--- src/rtl/fp_collector_pkg.sv ---
// Shared types and helpers for the FPmul result collector.
package fp_collector_pkg;

  typedef enum logic [1:0] {
    RUN     = 2'd0,
    DRAIN   = 2'd1,
    DONE_ST = 2'd2
  } state_e;

  localparam int CNT_W = 16;

  // Pointer width: index bits plus one wrap bit for full/empty detection.
  function automatic int ptr_w(input int depth);
    return $clog2(depth) + 1;
  endfunction

endpackage

--- src/rtl/fp_result_fifo.sv ---
// Sync FIFO with a registered head word. The head register is refreshed
// from storage one edge after a write, so there is no write-to-output bypass.
// Occupancy counts the word shown on dout until it is popped.
module fp_result_fifo
  import fp_collector_pkg::*;
#(
  parameter int WIDTH = 32,
  parameter int DEPTH = 8
) (
  input  logic             clk,
  input  logic             rst_n,
  input  logic             push,
  input  logic [WIDTH-1:0] din,
  input  logic             dout_ready,
  output logic [WIDTH-1:0] dout,
  output logic             dout_valid,
  output logic             pop,
  output logic             full,
  output logic             empty,
  output logic             push_drop
);

  localparam int PW = ptr_w(DEPTH);
  localparam int AW = PW - 1;

  logic [WIDTH-1:0] mem_q [DEPTH];
  logic [PW-1:0]    wr_q, wr_d, rd_q, rd_d;
  logic [WIDTH-1:0] dout_q, dout_d;
  logic             dout_valid_q, dout_valid_d;
  logic             do_push;

  assign empty      = (wr_q == rd_q);
  assign full       = (wr_q[AW-1:0] == rd_q[AW-1:0]) && (wr_q[AW] != rd_q[AW]);
  assign pop        = dout_valid_q & dout_ready;
  // A pop frees the slot in the same edge, so a full FIFO still accepts.
  assign do_push    = push & (~full | pop);
  assign push_drop  = push & full & ~pop;
  assign dout       = dout_q;
  assign dout_valid = dout_valid_q;

  // Next pointers and next head word; head looks past a word popped this edge.
  always_comb begin
    wr_d         = wr_q + PW'(do_push);
    rd_d         = rd_q + PW'(pop);
    dout_valid_d = (wr_q != rd_d);
    dout_d       = dout_valid_d ? mem_q[rd_d[AW-1:0]] : dout_q;
  end

  // Storage array, no reset needed: contents are qualified by the pointers.
  always_ff @(posedge clk) begin
    if (do_push) mem_q[wr_q[AW-1:0]] <= din;
  end

  // Pointers and registered head.
  always_ff @(posedge clk or negedge rst_n) begin
    if (!rst_n) begin
      wr_q         <= '0;
      rd_q         <= '0;
      dout_q       <= '0;
      dout_valid_q <= 1'b0;
    end else begin
      wr_q         <= wr_d;
      rd_q         <= rd_d;
      dout_q       <= dout_d;
      dout_valid_q <= dout_valid_d;
    end
  end

endmodule

--- src/rtl/fp_result_collector.sv ---
// Regenerates the FPmul result strobe from D_READY, buffers FP_Z in a FIFO
// towards a ready/valid consumer, and reports when the end-of-run drain is done.
module fp_result_collector
  import fp_collector_pkg::*;
#(
  parameter int LATENCY = 5,
  parameter int DEPTH   = 8,
  parameter int WIDTH   = 32
) (
  input  logic             CLK,
  input  logic             RST_n,
  input  logic             D_READY,
  input  logic             END_SIM,
  input  logic [WIDTH-1:0] FP_Z,
  output logic [WIDTH-1:0] DOUT,
  output logic             DOUT_VALID,
  input  logic             DOUT_READY,
  output logic [CNT_W-1:0] RESULT_CNT,
  output logic             OVF,
  output logic             DONE
);

  logic [LATENCY-1:0] vld_pipe_q, vld_pipe_d;
  logic [CNT_W-1:0]   cnt_q, cnt_d;
  logic               ovf_q, ovf_d;
  logic               done_q;
  state_e             state_q;
  logic               tap, pop, push_drop, fifo_full, fifo_empty, drained;

  // Tap is high in the cycle FP_Z belongs to an operand seen LATENCY edges ago.
  assign tap = vld_pipe_q[LATENCY-1];

  fp_result_fifo #(
    .WIDTH (WIDTH),
    .DEPTH (DEPTH)
  ) u_fifo (
    .clk        (CLK),
    .rst_n      (RST_n),
    .push       (tap),
    .din        (FP_Z),
    .dout_ready (DOUT_READY),
    .dout       (DOUT),
    .dout_valid (DOUT_VALID),
    .pop        (pop),
    .full       (fifo_full),
    .empty      (fifo_empty),
    .push_drop  (push_drop)
  );

  // Nothing in flight, nothing stored, nothing shown, and no operand arriving
  // this very cycle (it would otherwise be lost from the drain accounting).
  assign drained = ~|vld_pipe_q & ~D_READY & fifo_empty & ~fifo_full & ~DOUT_VALID;

  // Valid shift register, pop counter and sticky overflow next-state.
  always_comb begin
    vld_pipe_d    = '0;
    vld_pipe_d[0] = D_READY;
    for (int i = 1; i < LATENCY; i++) vld_pipe_d[i] = vld_pipe_q[i-1];
    cnt_d = cnt_q + CNT_W'(pop);
    ovf_d = ovf_q | push_drop;
  end

  // Datapath state registers.
  always_ff @(posedge CLK or negedge RST_n) begin
    if (!RST_n) begin
      vld_pipe_q <= '0;
      cnt_q      <= '0;
      ovf_q      <= 1'b0;
    end else begin
      vld_pipe_q <= vld_pipe_d;
      cnt_q      <= cnt_d;
      ovf_q      <= ovf_d;
    end
  end

  // Run/drain/done sequencer; DONE is terminal until reset.
  always_ff @(posedge CLK or negedge RST_n) begin
    if (!RST_n) begin
      state_q <= RUN;
      done_q  <= 1'b0;
    end else begin
      case (state_q)
        RUN: begin
          if (END_SIM) state_q <= DRAIN;
        end
        DRAIN: begin
          if (drained) begin
            state_q <= DONE_ST;
            done_q  <= 1'b1;
          end
        end
        default: begin
          state_q <= DONE_ST;
          done_q  <= 1'b1;
        end
      endcase
    end
  end

  assign RESULT_CNT = cnt_q;
  assign OVF        = ovf_q;
  assign DONE       = done_q;

endmodule

--- config.mk ---
export PLATFORM = sky130hd
export DESIGN_NAME = fp_result_collector
export DESIGN_NICKNAME = d
export VERILOG_FILES = /design/src/rtl/fp_collector_pkg.sv /design/src/rtl/fp_result_fifo.sv /design/src/rtl/fp_result_collector.sv
export SDC_FILE = /design/constraint.sdc
export NUM_CORES = 1
export LEC_CHECK = 0
export ABC_AREA = 1
export CORE_ASPECT_RATIO = 1.5
export CORE_MARGIN = 3
export CORE_UTILIZATION = 45
export DETAILED_ROUTE_END_ITERATION = 16
export GPL_TIMING_DRIVEN = 0
export MAX_ROUTING_LAYER = met4
export PLACE_DENSITY_LB_ADDON = 0.08
export SLEW_MARGIN = 20
export SYNTH_ARGS = -nofsm -noshare
export SYNTH_HDL_FRONTEND = slang
export SYNTH_HIERARCHICAL = 1
export SYNTH_SLANG_ARGS = --single-unit
--- constraint.sdc ---
create_clock -name CLK -period 3.15 [get_ports CLK]
set_input_delay 0.63 -clock CLK [delete_from_list [all_inputs] [get_ports CLK]]
set_output_delay 0.63 -clock CLK [all_outputs]
set_load 0.02 [all_outputs]
==> qor.csv <==
metric;value;unit
classification of the worst-slack hold path;input pin to asynchronous set/reset pin;
Total GRT Usage;21.92;%
number of antenna violations at the first check in global routing;0;
Clk Tree Root Cell;clkbuf_16;
Max stage delay cell, worst path;nor2_4;
pin slew with the least headroom to its limit;0.7906;ns
wire length of the first global-routing pass;54520;um
highest attainable clock frequency;359.1;MHz
Rel. slew slack;47.17;%
area occupied by multi-input gates;0.003483;mm^2
clock group share of total power;19.1;%
library cell with the largest summed area after synthesis;edfxtp_1;
worst supply voltage drop on vdd;0.5017;mV
net switching power;0.007864;W
number of max-slew violations in the final report;0;
maximum number of pins on one net before global-route repair;42;
cell count after placement;1956;
number of instances in the synthesized netlist;1452;
ratio of cells with drive above 1 in the final layout;8.520;%
core area;0.03104;mm^2
status;complete, no violations;
Register Area;0.009339;mm^2
fill cell instance count of the final layout;2738;
Synthesized Nets;1495;
standard-cell rows;79;
fraction of power consumed by sequential logic;32.1;%
most area-consuming cells after synthesis;edfxtp_1 (54%), nand2_1 (14%), dfrtp_1 (12%);
classification of the worst setup path;flop to flop;
DP HPWL;23540;um
CP Cell Sequence;buf_2, inv_1, nand2_1, nand2_1, nor2_1, nand4_1, nand2_1, nor2_4, buf_12;
cts bufs inserted;31;
minimum clock period;2.785;ns
detail-routed net length per standard cell;17.50;um
Die X-Extent;151.0;um
nets;1627;
power density normalized to cell area;1080;mW/mm^2
Initial Util;45.72;%
total negative slack;0;ns
nature of the critical path endpoint;flop;
P_leak;7.717;nW
Post-DP Area;0.01592;mm^2
post-layout worst setup margin;0.3653;ns
growth of design area from synthesis to finish;18.75;%
Post-Syn Area per Cell;9.773;um^2
fraction of the cycle the final worst path needs;88.40;%
count of non-filler cells in the finished layout;2013;
CTS HTree Levels;1;
TritonCTS clock tree;done;
antenna cells;0;
Hold Fails Final Rpt;0;
arrival time of data at the critical path endpoint;3.05;ns
number of design-rule violations left by the first detailed-router iteration;574;
Yosys top cell area share;54.18;%
# Max-Cap Violations;0;
Clock Skews;0.01436;ns
Hold Buf Count CTS;0;
DRC viols;0;
largest stage delay on the critical path;0.77;ns
internal power component;0.01033;W
Setup crit start kind;flop;
global placement routability congestion;0.7743;
detailed-route wire length;35230;um
critical path data required time;3.41;ns
total via count in the routed design;9775;
setup repair after global routing missed its margin;false;
via count of the first global-routing pass;9731;
register bit total from synthesis;322;
most common cell after layout, fill and taps aside;nand2_1;
# port buffers;87;
I/O pin count;88;
largest fanout on the critical path;18;
share of the yosys chip area belonging to registers;65.81;%
commonest cells after routing, fill and taps aside;nand2_1 (532), inv_1 (280), edfxtp_1 (256);
Post-CTS Resized;0;
post-CTS setup buffer count;0;
net switching share of the total power;43.23;%
cell seen most often among critical-path stages;nand2_1;
clock tree buffer depth;3;
vias per inst;4.856;
Final setup viols;0;
Cell Area, Synth;0.01419;mm^2
First-pass DRT Iterations;8;
clock input transition at the sequential cells of the worst setup and hold paths;0.06;ns
clock latency at the later pin of the worst-skew pair;0.57;ns
aggregate global routing overflow;0;
Antenna Nets Post-Route;0;
synth unique cells;29;
setup slack after placement;-0.003739;ns
Register-to-Register Setup Slack;0.37;ns
combinational group share of total power;48.8;%
die height;223.5;um
cell area after layout;0.01685;mm^2
sink count of the clock tree;322;
Die Footprint;0.03374;mm^2
Syn. warnings;6;
[cell usage after synthesis]
library cell	count
nor2_2	5
nor3_1	1
o21ai_0	1
nor2_4	3
inv_2	5
xnor2_1	5
nand4_1	36
nand2_1	532
nand2_2	5
or2_2	2
nand3b_1	2
nor2_1	25
xor2_1	9
buf_6	3
buf_2	40
buf_1	4
dfrtp_1	66
clkinv_1	2
nand3_1	142
nand3_2	1
edfxtp_1	256
buf_4	12
nand2_4	2
o21ai_1	2
inv_1	280
nand3_4	1
a21oi_1	1
ha_1	6
clkbuf_1	3
[power by group through the flow]
stage | sequential (W) | clock [W] | combinational (W)
6_report | 0.00583 | 0.00348 | 0.00888
3_5_place_dp | 0.00592 | 0 | 0.00897
3_3_place_gp | 0.00596 | 0 | 0.00862
4_1_cts | 0.00584 | 0.00357 | 0.00902
2_1_floorplan | 0.00619 | 0 | 0.00529
5_1_grt | 0.00591 | 0.00374 | 0.00993
[cell type report]
| type | instances | share of cell area (%) |
|---|---|---|
| buffer | 62 | 2.079 |
| clock inverter | 11 | 0.4158 |
| tap | 405 | 3.007 |
| inverter | 287 | 6.393 |
| timing repair buffer | 99 | 6.891 |
| multi-input combinational | 781 | 20.67 |
| clock buffer | 46 | 5.116 |
| sequential | 322 | 55.42 |
[critical path: cells and delay by family, from the launching register on]
kind / cells / cell delay [ns]
simple gates: 6 / 1.48
buf+inv: 3 / 0.60
flops: 1 / 0.39
[per-stage QoR]
step / util, % / hold WS [ns] / power, W
final: 54.29 / 0.004964 / 0.01819
after CTS: 54.29 / 0.002047 / 0.01842
after global routing: 54.29 / 0.01371 / 0.01958
after floorplan: - / 0.3344 / 0.01148
after detailed placement: 51.29 / 0.3626 / 0.01490
after global placement: 50.16 / 0.3794 / 0.01459
[worst paths after layout]
kind | startpoint | endpoint | depth (start not counted)
worst max-delay path | u_fifo/wr_q[0] | u_fifo/mem_q[2][10] | 9
worst min-delay path | RST_n | state_q[1] | 1
worst max register to register | u_fifo/wr_q[0] | u_fifo/mem_q[2][10] | 9
worst min register to register | vld_pipe_q[2] | vld_pipe_q[3] | 0
max in group asynchronous | RST_n | u_fifo/dout[13] | 2
min in group CLK | vld_pipe_q[2] | vld_pipe_q[3] | 0
[cells by family after synthesis]
| family | Yosys count | synth area share, % |
|---|---|---|
| compound gates | 4 | 0.1410 |
| xor+xnor | 14 | 0.8641 |
| fa+ha+maj | 6 | 0.5290 |
| buf+inv | 349 | 10.06 |
| flops | 322 | 65.81 |
| simple gates | 757 | 22.59 |
[registers in the layout, indices dropped and copies added, names as in the netlist]
| register | flops |
|---|---|
| u_fifo/mem_q | 256 |
| u_fifo/dout | 32 |
| RESULT_CNT | 16 |
| vld_pipe_q | 5 |
| u_fifo/rd_q | 4 |
| u_fifo/wr_q | 4 |
| state_q | 2 |
| DONE | 1 |
| OVF | 1 |
| u_fifo/dout_valid | 1 |
[per-layer routing]
metal / vias to the layer above / GRT usage (%) / share of wire (%)
met1: 4631 / 26.26 / 40
met4: 0 / 7.406 / 3.4
li1: 4810 / - / -
met3: 69 / 2.479 / 5.1
met2: 265 / 38.27 / 51
met5: - / - / 0
Power figures use the tool's default switching activity.
